### config.mk
export PLATFORM = sky130hd
export DESIGN_NAME = reg_exe_hazard_stage
export DESIGN_NICKNAME = d
export VERILOG_FILES = /design/src/rtl/pipe_pkg.sv /design/src/rtl/reg_exe_hazard_stage_load_use_detect.sv /design/src/rtl/reg_exe_hazard_stage.sv
export SDC_FILE = /design/constraint.sdc
export NUM_CORES = 1
export LEC_CHECK = 0
export BUFFER_PORTS_ARGS = -buffer_cell sky130_fd_sc_hd__clkbuf_2
export CAP_MARGIN = 40
export CORE_MARGIN = 2
export CORE_UTILIZATION = 49
export DETAILED_ROUTE_END_ITERATION = 8
export MAX_ROUTING_LAYER = met4
export PLACE_DENSITY = 0.88
export SETUP_SLACK_MARGIN = 0.2
export SLEW_MARGIN = 25
export SYNTH_ARGS = -nofsm -noshare
export SYNTH_HDL_FRONTEND = slang
export SYNTH_HIERARCHICAL = 1
export SYNTH_SLANG_ARGS = --single-unit
### constraint.sdc
create_clock -name clk -period 2.9 [get_ports clk]
set_clock_uncertainty 0.1 [all_clocks]
set_input_delay 0.435 -clock clk [delete_from_list [all_inputs] [get_ports clk]]
set_output_delay 0.435 -clock clk [all_outputs]
set_load 0.1 [all_outputs]
### src/rtl/pipe_pkg.sv
// Shared pipeline definitions: default widths, the decode->execute control bundle,
// its bubble value and the load-use FSM state encoding.
package pipe_pkg;

    localparam int REG_W  = 4;
    localparam int DATA_W = 16;
    localparam int CTRL_W = 6;

    localparam logic [0:0] ST_RUN    = 1'b0;
    localparam logic [0:0] ST_BUBBLE = 1'b1;

    // One-bit controls travelling with an instruction; all zero means "no instruction".
    typedef struct packed {
        logic valid;
        logic re_a;
        logic re_b;
        logic we;
        logic mem_we;
        logic mem_re;
    } ctrl_t;

    localparam ctrl_t BUBBLE = '0;

endpackage

### src/rtl/reg_exe_hazard_stage_load_use_detect.sv
// Combinational load-use comparator: the execute-stage load writes a register
// that the decode-stage instruction is about to read.
module load_use_detect #(
    parameter int REG_W = 4
) (
    input  logic             valid_dec_i,
    input  logic             re_a_i,
    input  logic             re_b_i,
    input  logic [REG_W-1:0] ra_i,
    input  logic [REG_W-1:0] rb_i,
    input  logic             valid_exe_i,
    input  logic             mem_re_exe_i,
    input  logic             we_exe_i,
    input  logic [REG_W-1:0] robj_exe_i,
    output logic             hz_o
);

    logic match_a;
    logic match_b;

    // R0 is compared like any other register.
    assign match_a = re_a_i & (ra_i == robj_exe_i);
    assign match_b = re_b_i & (rb_i == robj_exe_i);
    assign hz_o    = valid_dec_i & valid_exe_i & mem_re_exe_i & we_exe_i & (match_a | match_b);

endmodule

### src/rtl/reg_exe_hazard_stage.sv
// Decode->execute pipeline register with load-use bubble insertion.
// Optional bubble counter enabled by defining REG_EXE_STALL_CNT_EN.
module reg_exe_hazard_stage #(
    parameter int DATA_W = pipe_pkg::DATA_W,
    parameter int REG_W  = pipe_pkg::REG_W,
    parameter int CTRL_W = pipe_pkg::CTRL_W,
    parameter int CNT_W  = 16
) (
    input  logic              clk,
    input  logic              rst,
    input  logic              flush,
    input  logic              stall_ext,
    input  logic              valid_in,
    input  logic [REG_W-1:0]  Ra_in,
    input  logic [REG_W-1:0]  Rb_in,
    input  logic              RE_A_in,
    input  logic              RE_B_in,
    input  logic [REG_W-1:0]  Robj_in,
    input  logic              WE_in,
    input  logic              mem_WE_in,
    input  logic              mem_RE_in,
    input  logic [CTRL_W-1:0] alu_ctl_in,
    input  logic [DATA_W-1:0] dA_in,
    input  logic [DATA_W-1:0] dB_in,
    output logic [REG_W-1:0]  Ra_Reg_Exe,
    output logic [REG_W-1:0]  Rb_Reg_Exe,
    output logic              RE_A_Reg_Exe,
    output logic              RE_B_Reg_Exe,
    output logic [REG_W-1:0]  Robj_Reg_Exe,
    output logic              WE_Reg_Exe,
    output logic              mem_WE_Reg_Exe,
    output logic              mem_RE_Reg_Exe,
    output logic [CTRL_W-1:0] alu_ctl_Reg_Exe,
    output logic [DATA_W-1:0] dA_Reg_Exe,
    output logic [DATA_W-1:0] dB_Reg_Exe,
    output logic              valid_Reg_Exe,
    output logic              stall_F_Reg,
    output logic [CNT_W-1:0]  stall_cnt
);

    import pipe_pkg::*;

    ctrl_t             ctrl_q,  ctrl_d;
    logic [REG_W-1:0]  ra_q,    ra_d;
    logic [REG_W-1:0]  rb_q,    rb_d;
    logic [REG_W-1:0]  robj_q,  robj_d;
    logic [CTRL_W-1:0] alu_q,   alu_d;
    logic [DATA_W-1:0] da_q,    da_d;
    logic [DATA_W-1:0] db_q,    db_d;
    logic [0:0]        state_q, state_d;
    ctrl_t             ctrl_in;
    logic              hz;

    load_use_detect #(.REG_W(REG_W)) u_detect (
        .valid_dec_i  (valid_in),
        .re_a_i       (RE_A_in),
        .re_b_i       (RE_B_in),
        .ra_i         (Ra_in),
        .rb_i         (Rb_in),
        .valid_exe_i  (ctrl_q.valid),
        .mem_re_exe_i (ctrl_q.mem_re),
        .we_exe_i     (ctrl_q.we),
        .robj_exe_i   (robj_q),
        .hz_o         (hz)
    );

    assign stall_F_Reg = (hz & ~flush) | stall_ext;

    assign ctrl_in = '{valid:  valid_in,  re_a:   RE_A_in,   re_b: RE_B_in,
                       we:     WE_in,     mem_we: mem_WE_in, mem_re: mem_RE_in};

    // Priority: flush > stall_ext > load-use bubble > normal capture.
    always_comb begin
        ctrl_d  = ctrl_q;
        ra_d    = ra_q;
        rb_d    = rb_q;
        robj_d  = robj_q;
        alu_d   = alu_q;
        da_d    = da_q;
        db_d    = db_q;
        state_d = state_q;
        if (flush || (!stall_ext && hz)) begin
            ctrl_d  = BUBBLE;
            ra_d    = '0;
            rb_d    = '0;
            robj_d  = '0;
            alu_d   = '0;
            da_d    = '0;
            db_d    = '0;
            state_d = flush ? ST_RUN : ST_BUBBLE;
        end else if (!stall_ext) begin
            ctrl_d  = ctrl_in;
            ra_d    = Ra_in;
            rb_d    = Rb_in;
            robj_d  = Robj_in;
            alu_d   = alu_ctl_in;
            da_d    = dA_in;
            db_d    = dB_in;
            state_d = ST_RUN;
        end
    end

    always_ff @(posedge clk or posedge rst) begin
        if (rst) begin
            ctrl_q  <= BUBBLE;
            ra_q    <= '0;
            rb_q    <= '0;
            robj_q  <= '0;
            alu_q   <= '0;
            da_q    <= '0;
            db_q    <= '0;
            state_q <= ST_RUN;
        end else begin
            ctrl_q  <= ctrl_d;
            ra_q    <= ra_d;
            rb_q    <= rb_d;
            robj_q  <= robj_d;
            alu_q   <= alu_d;
            da_q    <= da_d;
            db_q    <= db_d;
            state_q <= state_d;
        end
    end

`ifdef REG_EXE_STALL_CNT_EN
    logic [CNT_W-1:0] cnt_q, cnt_d;

    // Counts only bubbles that actually get loaded; saturates instead of wrapping.
    always_comb begin
        cnt_d = cnt_q;
        if (!flush && !stall_ext && hz && !(&cnt_q))
            cnt_d = cnt_q + 1'b1;
    end

    always_ff @(posedge clk or posedge rst) begin
        if (rst)
            cnt_q <= '0;
        else
            cnt_q <= cnt_d;
    end

    assign stall_cnt = cnt_q;
`else
    assign stall_cnt = '0;
`endif

    assign valid_Reg_Exe   = ctrl_q.valid;
    assign RE_A_Reg_Exe    = ctrl_q.re_a;
    assign RE_B_Reg_Exe    = ctrl_q.re_b;
    assign WE_Reg_Exe      = ctrl_q.we;
    assign mem_WE_Reg_Exe  = ctrl_q.mem_we;
    assign mem_RE_Reg_Exe  = ctrl_q.mem_re;
    assign Ra_Reg_Exe      = ra_q;
    assign Rb_Reg_Exe      = rb_q;
    assign Robj_Reg_Exe    = robj_q;
    assign alu_ctl_Reg_Exe = alu_q;
    assign dA_Reg_Exe      = da_q;
    assign dB_Reg_Exe      = db_q;

endmodule
==> metrics, run 1 <==
Max-Cap Viols=0; DP Area=3150 um2; DR WL/cell=14.5 um; initial core utilization=0.512; slowest CP cell=dfrtp_2; crit path launch=Robj_Reg_Exe[2]$_DFFE_PP0P_; Max-Slew Margin vs Limit=0.568; Synth top area share=0.533; capturing point of the worst reg2reg path=Ra_Reg_Exe[2]$_DFFE_PP0P_; DRT iter0 DRCs=118; number of remaining DRC errors=0; Tot GR Track Use=0.207; IO Port Bufs=116; cell count after synthesis=227; r2r setup slk=990 ps; Worst setup SP type=flip-flop; Ys Warns=6; DR pass1 iterations=6; post-cts sizing count=0; WS Path Type=reg2out; H-tree depth=2; Final period util=0.815; leading area contributor after synthesis=dfrtp_1; Min-Delay Path Class=in2async; area of the mapped netlist=2630 um2; VDD IR-drop max=0.265 mV; total grt overflow=0; CP cell instances=xor2_1 > nor4_1 > nand3_1 > nand2_1 > a21o_1 > buf_12; worst endpoint required time=2370 ps; Clk pin slew, worst setup/hold paths=110 ps; Area contributors post-synth=dfrtp_1 (53%), a32o_1 (10%), nand2b_1 (6.9%); sequential fraction of the synthesis area=0.533; Reg area=1410 um2; DIE HEIGHT=77.3 um; Avg Cell Area, Syn=11.6 um2; CP Capture Type=primary output; final hold viol count=0; placed wire-length estimate=4270 um; Pwr Density=600 nW/um2; slew of the pin with the lowest slew margin=647 ps; clock sink count=56; Die Wd=77.3 um; CTS max path bufs=2; largest net degree at the start of global routing=41; post-route cell area=3240 um2; root buffer cell=clkbuf_8; unrepaired setup endpoints after global routing=no; Core Area=5140 um2; final setup violation count=0; number of buffers created by CTS=5; synth cell count leaders=dfrtp_1 (56), nand2_1 (30), nand2b_1 (29); hold buffers post-CTS=0; share of layout cells above drive strength 1=0.440; num ports=133; Fmax=0.423 GHz; fillers=442; FF+latch count, synth=56; Multi-input gate area=1010 um2; Total Routed Length=5870 um; outcome=complete, no violations; most common cell in the netlist=dfrtp_1; cell row count=26; Syn-to-layout area delta=23.4%; vias per cell=5.21; Post-CTS Setup Bufs=0; DR vias=2116; worst-skew pair later-pin latency=310 ps; die area=5970 um2; FF-to-FF Start=Robj_Reg_Exe[2]$_DFFE_PP0P_; global-route wire length before repair=9600 um; Routed Antenna Nets=0; Main synth FF type=dfrtp_1; gp weighted congestion=0.900; vias in the first global route=2067; CTS tree=done; initial antenna violation count=0; Pins Over Slew Limit=0; CP peak stage delay=450 ps; critical path arrival=1830 ps; number of flops mapped to enable cells by yosys=0; worst-path fanout max=4; R2R cell count=7; min cycle time layout=2360 ps; setup TNS=0 ps; Yosys cell types=21; NumNets Final=395; Leakage=1.66 nW; CP endpoint=stall_F_Reg; diodes inserted=0; ys async rst share=1.00
## through the flow
stage	setup slack, ps	power, mW	std cells	util	hold WS, ps
4_1_cts	520	1.97	406	0.631	82.9
2_1_floorplan	229	1.43	242	-	482
6_report	537	1.95	406	0.631	69.9
3_3_place_gp	771	1.52	398	0.613	375
3_5_place_dp	781	1.53	398	0.613	381
5_1_grt	381	2.03	406	0.631	100
## final cells by class
type	instances	share of cell area
clock buffers	5	0.0212
clock inverters	3	0.00771
inverters	2	0.00231
multi-input cells	148	0.311
flip-flops and latches	56	0.433
well taps	70	0.0270
repair buffers	122	0.197
## sequential cells by signal, summed over array words and instances, names as in the netlist, 4 cells and up
register         flops
Robj_Reg_Exe         4
alu_ctl_Reg_Exe      6
dB_Reg_Exe          16
Rb_Reg_Exe           4
Ra_Reg_Exe           4
dA_Reg_Exe          16
## worst min-delay path by stage
stage	end	depth (start not counted)
finish	dA_Reg_Exe[14]$_DFFE_PP0P_	2
global route	dA_Reg_Exe[13]$_DFFE_PP0P_	2
CTS	dA_Reg_Exe[13]$_DFFE_PP0P_	2
detailed placement	Ra_Reg_Exe[1]$_DFFE_PP0P_	1
global placement	dA_Reg_Exe[13]$_DFFE_PP0P_	1
floorplan	Ra_Reg_Exe[2]$_DFFE_PP0P_	2
## report_power, final
group,switching [mW],internal (mW)
Combinational,0.543,0.115
Clock,0.260,0.177
Sequential,0.0267,0.824
Total,0.830,1.12
## worst max-delay path, delay by kind of cell (launching register included)
kind | cells | cell delay, ps
flops | 1 | 450
compound gates | 1 | 180
buf+inv | 1 | 180
simple gates | 3 | 540
xor+xnor | 1 | 170
## cells in the final DEF (no fill, tap or decap)
cell type / n
clkbuf_2: 115
dfrtp_1: 52
nand2_1: 30
nand2b_1: 29
a32o_1: 27
o22ai_1: 19
conb_1: 16
o22ai_2: 10
xor2_1: 8
buf_4: 6
clkbuf_8: 5
dfrtp_2: 4
inv_2: 2
inv_6: 2
nor4_1: 2
nand3_1: 2
or2_1: 1
a21o_1: 1
nor2_4: 1
nor2b_4: 1
clkinvlp_4: 1
buf_12: 1
and4_1: 1
## logic make-up after synthesis
family,count (synthesis),share of synthesized area
AOI/OAI and AO/OA,57,0.198
xor gates and xnor gates,8,0.0266
buffers and inverters,38,0.105
DFF,56,0.533
other,1,0.00143
and+or+nand+nor,67,0.136
## per-layer routing
| metal | part of all wire | global-route usage | vias up |
|---|---|---|---|
| li1 | - | - | 997 |
| met1 | 0.42 | 0.247 | 1021 |
| met2 | 0.51 | 0.349 | 83 |
| met3 | 0.048 | 0.0353 | 15 |
| met4 | 0.025 | 0.0839 | 0 |
| met5 | 0 | - | - |
Note: power is estimated with default switching activity, not from simulation.
==> inputs of run 2 (changes only) <==
--- a/config.mk
+++ b/config.mk
@@ -8,10 +8,10 @@
 export BUFFER_PORTS_ARGS = -buffer_cell sky130_fd_sc_hd__clkbuf_2
 export CAP_MARGIN = 40
 export CORE_MARGIN = 2
-export CORE_UTILIZATION = 49
+export CORE_UTILIZATION = 45
 export DETAILED_ROUTE_END_ITERATION = 8
 export MAX_ROUTING_LAYER = met4
-export PLACE_DENSITY = 0.88
+export PLACE_DENSITY = 0.82
 export SETUP_SLACK_MARGIN = 0.2
 export SLEW_MARGIN = 25
 export SYNTH_ARGS = -nofsm -noshare
==> constraint.sdc (replaced) <==
create_clock -name clk -period 2.2 [get_ports clk]
set_clock_uncertainty 0.1 [all_clocks]
set_input_delay 0.33 -clock clk [delete_from_list [all_inputs] [get_ports clk]]
set_output_delay 0.33 -clock clk [all_outputs]
set_load 0.1 [all_outputs]
==> run 2 against run 1 <==
Critical path depth stayed put. Critical path type unchanged. Count of clock-buffer cells in the layout stayed put. Via count grew 0.76%. Largest cell class unchanged.
==> metrics, run 2 (same netlist as run 1, synthesis figures left out) <==
outcome=complete, no violations (unchanged); DIE HEIGHT=80.5 um (was 77.3 um); initial core utilization=0.472 (was 0.512); DR pass1 iterations=4 (was 6); num ports=133 (unchanged); Final period util=0.987; Clk pin slew, worst setup/hold paths=100 ps (was 110 ps); root buffer cell=clkbuf_8 (unchanged); gp weighted congestion=0.865 (was 0.900); clock sink count=56 (unchanged); Buf/Inv on CP=1 (unchanged); WS Path Type=reg2out (unchanged); total design power=2.56 mW (was 1.95 mW); CP Capture Type=primary output (unchanged); worst-skew pair later-pin latency=300 ps (was 310 ps); NumNets Final=397 (was 395); Total Routed Length=6070 um (was 5870 um); CP peak stage delay=460 ps (was 450 ps); final core occ=0.590 (was 0.631); leading cell type in the layout, fill and taps excluded=clkbuf_2 (unchanged); Tot GR Track Use=0.195 (was 0.207); final setup violation count=0 (unchanged); largest net degree at the start of global routing=55 (was 41); Routed Antenna Nets=0 (unchanged); global-route wire length before repair=9520 um (was 9600 um); CTS tree=done (unchanged); share of layout cells above drive strength 1=0.456 (was 0.440); met1 Resource Use GR=0.242 (was 0.247); Fmax=0.461 GHz; Pins Over Slew Limit=0 (unchanged); Core Area=5570 um2 (was 5140 um2); CTS max path bufs=2 (unchanged); min cycle time layout=2170 ps; IO Port Bufs=116 (unchanged); diodes inserted=0 (unchanged); Largest delay share family, worst path=simple AND/OR/NAND/NOR gates (unchanged); GR Layer Usage met3=0.0348 (was 0.0353); Syn-to-layout area delta=25.0% (was 23.4%); Worst setup SP type=flip-flop (unchanged); Die Wd=80.5 um (was 77.3 um); worst-path fanout max=4 (unchanged); Fin Hold WS=156 ps (was 69.9 ps); die area=6470 um2 (was 5970 um2); VDD IR-drop max=0.437 mV (was 0.265 mV); critical path arrival=1740 ps (was 1830 ps); placed wire-length estimate=4430 um (was 4270 um); vias per cell=5.20 (was 5.21); number of remaining DRC errors=0 (unchanged); DR WL/cell=14.8 um (was 14.5 um); vias in the first global route=1996 (was 2067); CP cell instances=xor2_1 > nor4_1 > nand3_1 > nand2_2 > a21o_4 > buf_12 (was xor2_1 > nor4_1 > nand3_1 > nand2_1 > a21o_1 > buf_12); number of buffers created by CTS=5 (unchanged); Max-Slew Margin vs Limit=0.582 (was 0.568); cell row count=27 (was 26); Min-Delay Path Class=in2reg (was in2async); worst endpoint required time=1770 ps (was 2370 ps); H-tree depth=2 (unchanged); slew of the pin with the lowest slew margin=625 ps (was 647 ps); setup TNS=0 ps (unchanged); DR vias=2132 (was 2116); initial antenna violation count=0 (unchanged); final hold viol count=0 (unchanged); GR Layer Usage met2=0.327 (was 0.349); commonest cells after routing, fill and taps aside=clkbuf_2 (115), dfrtp_1 (49), nand2_1 (29), nand2b_1 (29), a32o_1 (27) (was clkbuf_2 (115), dfrtp_1 (52), nand2_1 (30)); total grt overflow=0 (unchanged); Max-Cap Viols=0 (unchanged); Top Usage Layer GRT=met2 (unchanged); Pwr Density=779 nW/um2 (was 600 nW/um2); unrepaired setup endpoints after global routing=yes (was no); Leakage=1.66 nW (about the same); DRT iter0 DRCs=111 (was 118); slowest CP cell=dfrtp_2 (unchanged)
==> run 2: per-layer routing <==
layer  wire length [um]  part of all wire
met2               3150              0.52
met3                326             0.054
met4                 68             0.011
met1               2520              0.42
met5                  0                 0
==> run 2: worst register-to-register path: stages (launching register included) <==
cell and delay, ps:
dfrtp_2 450, xor2_1 180, nor4_1 80, nand3_1 90
nand2_2 70, buf_4 140, nor2_4 460, a32o_1 290
==> run 2: what timing repair did <==
item | 4_1_cts | 5_1_grt
pin swaps | 6 | 29
hold buffers | 1 | 0
gates resized for setup | 0 | 0
endpoints found under the hold margin | 21 | 0
buffers inserted | 0 | 2
setup endpoints to repair | 1 | 1
==> run 2: stage by stage <==
stage	instances	instance area [um2]	setup WS, ps
final	410	3290	29.6
after global routing	410	3290	-45.0
after CTS	408	3270	9.12
after detailed placement	399	3170	341
after global placement	399	3170	337
after floorplan	242	2720	148
==> run 2: path summary, 6_finish.rpt <==
path | cells past startpoint | startpoint | end | slack [ps]
max | 6 | Robj_Reg_Exe[2]$_DFFE_PP0P_ | stall_F_Reg | 30
min | 3 | dB_in[12] | dB_Reg_Exe[12]$_DFFE_PP0P_ | 160
max reg2reg | 7 | Robj_Reg_Exe[3]$_DFFE_PP0P_ | Rb_Reg_Exe[0]$_DFFE_PP0P_ | 270
min reg2reg | 1 | alu_ctl_Reg_Exe[4]$_DFFE_PP0P_ | alu_ctl_Reg_Exe[4]$_DFFE_PP0P_ | 400
max in group asynchronous | 4 | rst | Robj_Reg_Exe[3]$_DFFE_PP0P_ | 980
min in group asynchronous | 3 | rst | dA_Reg_Exe[10]$_DFFE_PP0P_ | 470
==> run 2: final cells by class <==
cell class	instances	area [um2]
Tap cell	72	90.1
Clock buffer	5	68.8
Multi-Input combinational cell	148	1020
Timing Repair Buffer	124	671
Inverter	2	7.51
Clock inverter	3	21.3
Fill cell	506	2290
Sequential cell	56	1410
==> run 2: report_power, final <==
part           internal (mW)  total [mW]  switching, mW
Combinational          0.156       0.873          0.717
Clock                  0.227       0.565          0.338
Sequential              1.09        1.12         0.0365
Total                   1.47        2.56           1.09
